`src/rtl/fw_axi_pkg.sv`:
```
`default_nettype none
// ============================================================================
// Module   : fw_axi_pkg
// Brief    : Shared states, response/burst codes and address field positions
//            for the AXI write channel router.
// Revision : 1.0
// ============================================================================
package fw_axi_pkg;

  typedef enum logic [2:0] {
    ST_INIT  = 3'd0,
    ST_IDLE  = 3'd1,
    ST_DATA  = 3'd2,
    ST_DRAIN = 3'd3,
    ST_RESP  = 3'd4
  } state_t;

  localparam logic [1:0] RESP_OKAY   = 2'b00;
  localparam logic [1:0] RESP_SLVERR = 2'b10;

  localparam logic [1:0] BURST_FIXED = 2'b00;
  localparam logic [1:0] BURST_INCR  = 2'b01;
  localparam logic [1:0] BURST_WRAP  = 2'b10;

  localparam int CH_LSB   = 4;
  localparam int CH_MSB   = 7;
  localparam int MARK_BIT = 0;

endpackage
`default_nettype wire

```
`src/rtl/fw_index_ctr.sv`:
```
`default_nettype none
// ============================================================================
// Module   : fw_index_ctr
// Brief    : Wrap-around record index counter with synchronous clear.
// Revision : 1.0
// ============================================================================
module fw_index_ctr #(
  parameter int IDX_W = 10
) (
  input  logic             clk,
  input  logic             clr,
  input  logic             inc,
  output logic [IDX_W-1:0] count
);

  always_ff @(posedge clk) begin
    if (clr) begin
      count <= '0;
    end else if (inc) begin
      count <= count + 1'b1;
    end
  end

endmodule
`default_nettype wire

```
`src/rtl/axi_wr_chan_router.sv`:
```
`default_nettype none
// ============================================================================
// Module   : axi_wr_chan_router
// Brief    : AXI4 write slave routing each burst's beats to one of NUM_CH FIFOs.
// Revision : 1.0
// ============================================================================
module axi_wr_chan_router
  import fw_axi_pkg::*;
#(
  parameter int DATA_W = 32,
  parameter int ID_W   = 4,
  parameter int ADDR_W = 32,
  parameter int NUM_CH = 2,
  parameter int IDX_W  = 10
) (
  input  logic                clk,
  input  logic                reset,
  input  logic [ID_W-1:0]     awid,
  input  logic [ADDR_W-1:0]   awaddr,
  input  logic [7:0]          awlen,
  input  logic [1:0]          awburst,
  input  logic                awvalid,
  output logic                awready,
  input  logic [DATA_W-1:0]   wdata,
  input  logic [DATA_W/8-1:0] wstrb,
  input  logic                wlast,
  input  logic                wvalid,
  output logic                wready,
  output logic [ID_W-1:0]     bid,
  output logic [1:0]          bresp,
  output logic                bvalid,
  input  logic                bready,
  input  logic [NUM_CH-1:0]   ch_full,
  output logic [NUM_CH-1:0]   ch_push,
  output logic [NUM_CH-1:0]   ch_clr,
  output logic [DATA_W-1:0]   push_data,
  output logic [DATA_W/8-1:0] push_strb,
  output logic [IDX_W-1:0]    push_index,
  output logic                push_last
);

  state_t            r_state;
  logic [ID_W-1:0]   r_id;
  logic [3:0]        r_ch;
  logic              r_mark;
  logic              r_err;
  logic [7:0]        r_beats;

  logic [IDX_W-1:0]  w_index [NUM_CH];
  logic [IDX_W-1:0]  w_cur_index;
  logic              w_full;
  logic              w_last_beat;
  logic              w_w_hs;
  logic              w_push;
  logic              w_dec_err;
  logic [NUM_CH-1:0] w_push_vec;
  logic [NUM_CH-1:0] w_inc;
  logic              w_unused;

  assign w_unused = ^awaddr[ADDR_W-1:CH_MSB+1];

  assign w_dec_err = ({1'b0, awaddr[CH_MSB:CH_LSB]} >= 5'(NUM_CH))
                   || (awaddr[CH_LSB-1:MARK_BIT+1] != '0)
                   || (awburst == BURST_WRAP);

  // Guarded selection keeps out-of-range channel codes from indexing past NUM_CH.
  always_comb begin
    w_full      = 1'b0;
    w_cur_index = '0;
    for (int i = 0; i < NUM_CH; i++) begin
      if (r_ch == 4'(i)) begin
        w_full      = ch_full[i];
        w_cur_index = w_index[i];
      end
    end
  end

  assign awready     = ~reset && (r_state == ST_IDLE);
  assign wready      = ~reset && (((r_state == ST_DATA) && ~w_full) || (r_state == ST_DRAIN));
  assign bvalid      = ~reset && (r_state == ST_RESP);
  assign ch_clr      = {NUM_CH{~reset && (r_state == ST_INIT)}};
  assign w_w_hs      = wvalid && wready;
  assign w_last_beat = (r_beats == 8'd0);
  assign w_push      = w_w_hs && (r_state == ST_DATA);

  assign bid        = bvalid ? r_id : '0;
  assign bresp      = (bvalid && r_err) ? RESP_SLVERR : RESP_OKAY;
  assign ch_push    = w_push_vec;
  assign push_data  = w_push ? wdata : '0;
  assign push_strb  = w_push ? wstrb : '0;
  assign push_index = w_push ? w_cur_index : '0;
  assign push_last  = w_push && r_mark && w_last_beat;

  for (genvar gi = 0; gi < NUM_CH; gi++) begin : g_ch
    assign w_push_vec[gi] = w_push && (r_ch == 4'(gi));
    assign w_inc[gi]      = w_push_vec[gi] && r_mark && w_last_beat;

    fw_index_ctr #(.IDX_W(IDX_W)) u_index_ctr (
      .clk   (clk),
      .clr   (reset),
      .inc   (w_inc[gi]),
      .count (w_index[gi])
    );
  end

  always_ff @(posedge clk) begin
    if (reset) begin
      r_state <= ST_INIT;
      r_id    <= '0;
      r_ch    <= '0;
      r_mark  <= 1'b0;
      r_err   <= 1'b0;
      r_beats <= '0;
    end else begin
      case (r_state)
        ST_INIT: r_state <= ST_IDLE;
        ST_IDLE: begin
          if (awvalid) begin
            r_id    <= awid;
            r_ch    <= awaddr[CH_MSB:CH_LSB];
            r_mark  <= awaddr[MARK_BIT];
            r_beats <= awlen;
            r_err   <= w_dec_err;
            r_state <= w_dec_err ? ST_DRAIN : ST_DATA;
          end
        end
        // The beat count, not wlast, decides where the burst ends.
        ST_DATA, ST_DRAIN: begin
          if (w_w_hs) begin
            if (wlast != w_last_beat) r_err <= 1'b1;
            r_beats <= r_beats - 8'd1;
            if (w_last_beat) r_state <= ST_RESP;
          end
        end
        ST_RESP: begin
          if (bready) begin
            r_err   <= 1'b0;
            r_state <= ST_IDLE;
          end
        end
        default: r_state <= ST_INIT;
      endcase
    end
  end

endmodule
`default_nettype wire
```
`config.mk`:
```
export PLATFORM = sky130hd
export DESIGN_NAME = axi_wr_chan_router
export DESIGN_NICKNAME = d
export VERILOG_FILES = /design/src/rtl/fw_axi_pkg.sv /design/src/rtl/fw_index_ctr.sv /design/src/rtl/axi_wr_chan_router.sv
export SDC_FILE = /design/constraint.sdc
export NUM_CORES = 1
export LEC_CHECK = 0
export BUFFER_PORTS_ARGS = -buffer_cell sky130_fd_sc_hd__buf_4
export CORE_AREA = 2 2 96 98
export CTS_BUF_LIST = sky130_fd_sc_hd__clkbuf_16
export DETAILED_ROUTE_END_ITERATION = 12
export DIE_AREA = 0 0 98 100
export GPL_TIMING_DRIVEN = 0
export HOLD_SLACK_MARGIN = 0.1
export PLACE_DENSITY = 0.6
export SYNTH_ARGS = -nofsm -noshare
export SYNTH_HDL_FRONTEND = slang
export SYNTH_SLANG_ARGS = --single-unit
```
`constraint.sdc`:
```
create_clock -name clk -period 2.6 [get_ports clk]
set_clock_uncertainty 0.2 [all_clocks]
set_input_delay 0.52 -clock clk [delete_from_list [all_inputs] [get_ports clk]]
set_output_delay 0.52 -clock clk [all_outputs]
set_load 0.01 [all_outputs]
```
After elaboration in Yosys (flattened, before gate mapping)
Index checks and enable logic that the tools add are counted.
{"block": "word_totals", "register_bits": 41, "inputBits": 90, "output_inout_bits": 60, "word_cells": 79}
{"block": "op_classes", "addsub": 3, "n_lt_le_gt_ge": 1, "n_eq_ne": 12, "mux": 23, "bitwise_logic": 2, "reduce_logical": 30}
{"op": "$mux W32", "n": 1}
{"op": "$mux W10", "n": 3}
{"op": "$add A10 B1 Y10 const B", "n": 2}
{"op": "$logic_and A1 B1 Y1", "n": 16}
{"op": "$mux W8", "n": 2}
{"op": "$pmux W8 S2", "n": 1}
{"op": "$mux W3", "n": 4}
{"op": "$pmux W3 S4", "n": 1}
{"op": "$ne A2 B2 Y1 const B", "n": 5}
{"op": "$logic_not A8 Y1", "n": 1}
{"op": "$mux W4", "n": 2}
{"op": "$sub A8 B1 Y8 const B", "n": 1}
{"op": "$mux W1", "n": 7}
{"op": "$eq A3 B2 Y1 const B", "n": 2}
{"op": "$reduce_bool A3 Y1", "n": 2}
{"op": "$reduce_and A5 Y1", "n": 1}
{"op": "$eq A4 B1 Y1 const B", "n": 1}
{"op": "$ge A4 B2 Y1 const B", "n": 1}
{"op": "$logic_not A4 Y1", "n": 1}
{"op": "$reduce_and A4 Y1", "n": 1}
{"op": "$eq A3 B1 Y1 const B", "n": 1}
{"op": "$eq A3 B3 Y1 const B", "n": 1}
{"op": "$logic_not A3 Y1", "n": 1}
{"op": "$logic_or A1 B1 Y1", "n": 3}
{"op": "other kinds (9)", "n": 10}

Depth between registers and ports, before layout
{"block": "depth", "depth_word": 12, "ltp_mapped": 8}

By module
Synthesis repeated with hierarchy kept, for this count alone.
{"block": "hier_totals", "cells_unflattened": 322, "hier_area_um2": 2523.7}
{"mod": "axi_wr_chan_router", "n_inst": 1, "cells_per_inst": 224, "area_per_inst_um2": 1642.8, "seq_area_each_um2": 420.4}
{"mod": "fw_index_ctr", "n_inst": 2, "cells_per_inst": 49, "area_per_inst_um2": 440.4, "seq_area_each_um2": 200.2}

Least setup slack after synthesis
Ideal clock, no wire load.
{"block": "synth_timing", "path_kind": "input to register", "from": "in reset", "to": "reg g_ch[1].u_index_ctr.count[9]", "t_arrival_ns": 2.576, "t_required_ns": 2.341, "path_slack_ns": -0.235, "path_stages": 7, "path_buffers": 2, "cell_sequence": "or2_2 -> buf_2 -> or4_1 -> buf_2 -> or4_4 -> or4_1 -> nand2_1"}
{"block": "synth_via", "elab_chain_len": 7}
{"item": "start: declaration", "line": "axi_wr_chan_router.sv:17", "source": "input logic reset,"}
{"item": "$not A1 Y1", "line": "axi_wr_chan_router.sv:79", "source": "assign wready = ~reset && (((r_state == ST_DATA) && ~w_full) || (r_state == ST_DRAIN));"}
{"item": "$logic_and A1 B1 Y1", "line": "axi_wr_chan_router.sv:79"}
{"item": "$logic_and A1 B1 Y1", "line": "axi_wr_chan_router.sv:82", "source": "assign w_w_hs = wvalid && wready;"}
{"item": "$logic_and A1 B1 Y1", "line": "axi_wr_chan_router.sv:84", "source": "assign w_push = w_w_hs && (r_state == ST_DATA);"}
{"item": "$logic_and A1 B1 Y1", "line": "axi_wr_chan_router.sv:95", "source": "assign w_push_vec[gi] = w_push && (r_ch == 4'(gi));"}
{"item": "$logic_and A1 B1 Y1 (2 in series)", "line": "axi_wr_chan_router.sv:96", "source": "assign w_inc[gi] = w_push_vec[gi] && r_mark && w_last_beat;"}
{"item": "end signal: assignment", "line": "fw_index_ctr.sv:20", "source": "count <= count + 1'b1;"}
{"item": "end: declaration", "line": "fw_index_ctr.sv:13", "source": "output logic [IDX_W-1:0] count"}
Several ways; a longest one is shown, not always the timed one.
A chain may end at the register's enable or synchronous reset.

Worst setup path after layout
{"block": "layout_timing", "from": "reg r_state[2]", "to": "out push_index[1]"}
{"block": "layout_via", "elab_chain_len": 7, "word_cells_on_any_way": 8, "classes_between": "eq/ne: 2; mux: 1; reduce/logical: 5"}
{"item": "start: declaration", "line": "axi_wr_chan_router.sv:42", "source": "state_t r_state;"}
{"item": "start signal: assignment", "line": "axi_wr_chan_router.sv:124", "source": "r_state <= w_dec_err ? ST_DRAIN : ST_DATA;"}
{"item": "$eq A3 B2 Y1", "line": "axi_wr_chan_router.sv:79, axi_wr_chan_router.sv:84"}
{"item": "$logic_and A1 B1 Y1", "line": "axi_wr_chan_router.sv:79"}
{"item": "$logic_or A1 B1 Y1", "line": "axi_wr_chan_router.sv:79"}
{"item": "$logic_and A1 B1 Y1", "line": "axi_wr_chan_router.sv:79"}
{"item": "$logic_and A1 B1 Y1", "line": "axi_wr_chan_router.sv:82"}
{"item": "$logic_and A1 B1 Y1 *", "line": "axi_wr_chan_router.sv:84"}
{"item": "$mux W10 *", "line": "axi_wr_chan_router.sv:91", "source": "assign push_index = w_push ? w_cur_index : '0;"}
{"item": "end: declaration", "line": "axi_wr_chan_router.sv:38", "source": "output logic [IDX_W-1:0] push_index,"}
Every way passes the cells marked *; elsewhere a longest branch is shown, timed or not.

==> flow_metrics.py <==
metrics = {
    "power": {
        "leakagePower_nw": 1.82,
        "finalPower_mw": 2.50,
        "worst_ir_drop_vdd_mv": 0.317,
        "powerDensity_nw_per_um2": 598,
    },
    "global_route": {
        "grt_pass1_vias": 2985,
        "grt_pass1_wl_um": 14000,
        "grt_antenna_before_repair": 0,
        "grt_max_degree": 13,
        "gr-usage-all-layers_pct": 17.6,
        "globalRoute.totalOverflow": 0,
    },
    "placed_design": {
        "placed_area_um2": 3670,
        "placedCellCount": 583,
        "io_buffer_count": 124,
        "dpl.hpwl_um": 6640,
        "dpl_worst_slack_ps": -538,
        "gp_congestion": 0.826,
    },
    "run_status": {
        "status": "finished, violations left",
        "violations": "negative setup slack",
    },
    "routing": {
        "viasPerCell": 4.98,
        "routed_wl_um": 8930,
        "final_antenna_net_count": 0,
        "firstDrtPassIters": 4,
        "drc": 0,
        "wl_per_cell_um": 14.8,
        "initialDrtViolationCount": 98,
        "via_count": 3000,
    },
    "worst_setup_path": {
        "crit_family": "simple AND/OR/NAND/NOR gates",
        "cp_num_buf_inv": 3,
        "endpoint_kind": "output port",
        "max_stage_delay_ps": 350,
        "arrival_ps": 1950,
        "path_cells": "nand3b_1, buf_6, nor4_4, buf_4, a22o_1, buf_4",
        "crit_type": "reg2out",
        "cp_slowest_cell": "dfxtp_2",
        "cpMostUsedCell": "buf_4",
        "required_ps": 1880,
        "start_kind": "flip-flop",
        "cp_max_fo": 5,
    },
    "sta": {
        "finalSetupViolations": 30,
        "hold-worst-slack_ps": 248,
        "fmax_ghz": 0.375,
        "timing.final.crit_share_pct": 103,
        "finalMaxSlewViolations": 0,
        "tightestPinTransition_ps": 767,
        "finalHoldViolations": 0,
        "relSlewSlack_pct": 48.5,
        "fin_ws_ps": -66.7,
        "rsz0062_at_grt": "true",
        "fin_crit_ps": 2670,
        "tns_ps": -864,
    },
    "cells_and_area": {
        "regArea_um2": 828,
        "finalNonFillerCells": 602,
        "syn_to_final_growth_pct": 62.1,
        "fin_nets": 584,
        "design_area_um2": 4170,
        "multi_input_area_um2": 1750,
        "antenna_cells": 0,
        "drive_gt1_share_pct": 41.3,
        "fin_util_pct": 47.0,
        "nFillCells": 886,
    },
    "floorplan": {
        "ios": 150,
        "die_y_um": 100,
        "fp.dieW_um": 98,
        "placementRows": 35,
        "core_area_um2": 8890,
        "start_util_pct": 29.0,
        "die_area_um2": 9800,
    },
    "clocking": {
        "clockBufferDepth": 2,
        "clock_latency_ps": 290,
        "cts_tree": "built",
        "cts-hold-fix-buffers": 0,
        "htree_levels": 2,
        "clk_pin_slew_ps": 60,
        "cts_buffers": 5,
        "cts-root-buf": "clkbuf_16",
        "clock-sinks": 41,
    },
    "logic_synthesis": {
        "yosys_warnings": 0,
        "syn_nets": 442,
        "ys_seq_elements": 41,
        "synth.cell_area_um2": 2570,
        "syn_avg_cell_area_um2": 7.40,
        "syn_inst": 348,
        "ys_types": 49,
        "synth_seq_area_share_pct": 31.9,
    },
    "job": {
        "maxCapViolations": 0,
    },
    "worst_hold_path": {
        "min_path_type": "reg2reg",
    },
}
==> path summary, 6_finish.rpt <==
check             cells past startpoint                            to  slack [ps]       start
setup reg to reg                      5  g_ch[1].u_index_ctr.count[8]          50     r_ch[1]
hold reg to reg                       2                       r_id[0]         250     r_id[0]
setup / recovery                      6                 push_index[1]         -70  r_state[2]
hold / removal                        2                       r_id[0]         250     r_id[0]
==> flip-flops by register name, indices dropped and copies added (netlist names) <==
signal and cells:
r_err 1, r_beats 8, r_id 4, g_ch.u_index_ctr.count 20, r_state 3, r_mark 1, r_ch 4
==> Yosys cell counts, drive strengths merged <==
cell	count	share of area, %
a2111oi	1	0.34
a211oi	4	1.2
a21o	1	0.29
a21oi	27	5.2
a22o	9	3.1
a22oi	1	0.29
a31o	1	0.34
a31oi	2	0.49
a32o	1	0.39
and2	43	10
and3	4	0.97
buf	4	0.97
clkbuf	21	3.1
conb	1	0.15
dfxtp	41	32
ha	4	1.9
inv	8	1.2
mux2	1	0.44
mux2i	4	1.6
nand2	43	6.3
nand2b	1	0.24
nand3	13	2.5
nand3b	4	1.2
nand4	6	1.5
nor2	31	4.5
nor2b	2	0.49
nor3	11	2.1
nor3b	3	0.87
nor4	6	1.7
nor4b	2	0.92
o2111a	1	0.44
o211a	1	0.39
o211ai	1	0.29
o21ai	15	2.9
o311a	1	0.39
o31a	1	0.34
o31ai	1	0.29
o32ai	1	0.34
or2	1	0.24
or3	6	1.5
or4	6	1.9
or4b	1	0.39
xnor2	5	1.7
xor2	7	2.4
==> what timing repair did <==
action,4_1_cts,5_1_grt
buffers inserted,8,3
endpoints found under the setup margin,56,54
resized for setup,73,25
pin swaps,25,5
cloned,3,1
==> layer usage <==
metal	vias to the layer above	part of all wire, %	global-route usage [%]
li1	1493	-	-
met1	1356	43	20.5
met2	143	48	31.8
met3	8	7.6	4.74
met4	0	1.3	4.91
met5	-	0	0
==> worst reg2reg max path: cells and delay by family, from the launching register on <==
| family | cells | cell delay [ps] |
|---|---|---|
| mux | 1 | 330 |
| simple gates | 4 | 1590 |
| flops | 1 | 330 |
==> logic make-up (layout without fill, tap and decap cells) <==
group	after synthesis	count (layout)	share of synthesized area, %
simple gates	183	183	37.7
compound gates	69	69	17.0
flops	41	41	31.9
buf+inv	33	176	5.25
xor+xnor	12	12	4.08
mux	5	5	1.99
fa+ha+maj	4	4	1.94
other cells	1	1	0.146
==> area by class of cell <==
type / count / area share [%]
multi-input combinational: 274 / 41.9
timing repair buffer: 138 / 27.2
sequential: 41 / 19.8
buffer: 22 / 3.63
tap: 111 / 3.33
clock buffer: 5 / 3.00
inverter: 8 / 0.719
clock inverter: 3 / 0.300
==> cells in the final DEF (no fill, tap or decap), drive strengths merged, types with 3 or more instances in the layout <==
| master | count |
|---|---|
| buf | 146 |
| nand2 | 43 |
| and2 | 43 |
| dfxtp | 41 |
| nor2 | 31 |
| a21oi | 27 |
| clkbuf | 19 |
| o21ai | 15 |
| nand3 | 13 |
| nor3 | 11 |
| a22o | 9 |
| inv | 8 |
| xor2 | 7 |
| nand4 | 6 |
| or3 | 6 |
| or4 | 6 |
| nor4 | 6 |
| xnor2 | 5 |
| nand3b | 4 |
| and3 | 4 |
| a211oi | 4 |
| ha | 4 |
| mux2i | 4 |
| clkinv | 3 |
| nor3b | 3 |
==> where the power goes <==
part	switching, mW	total, mW	internal [mW]
Sequential	0.0761	0.781	0.705
Combinational	0.596	1.11	0.518
Clock	0.253	0.601	0.347
Power figures use the tool's default switching activity.
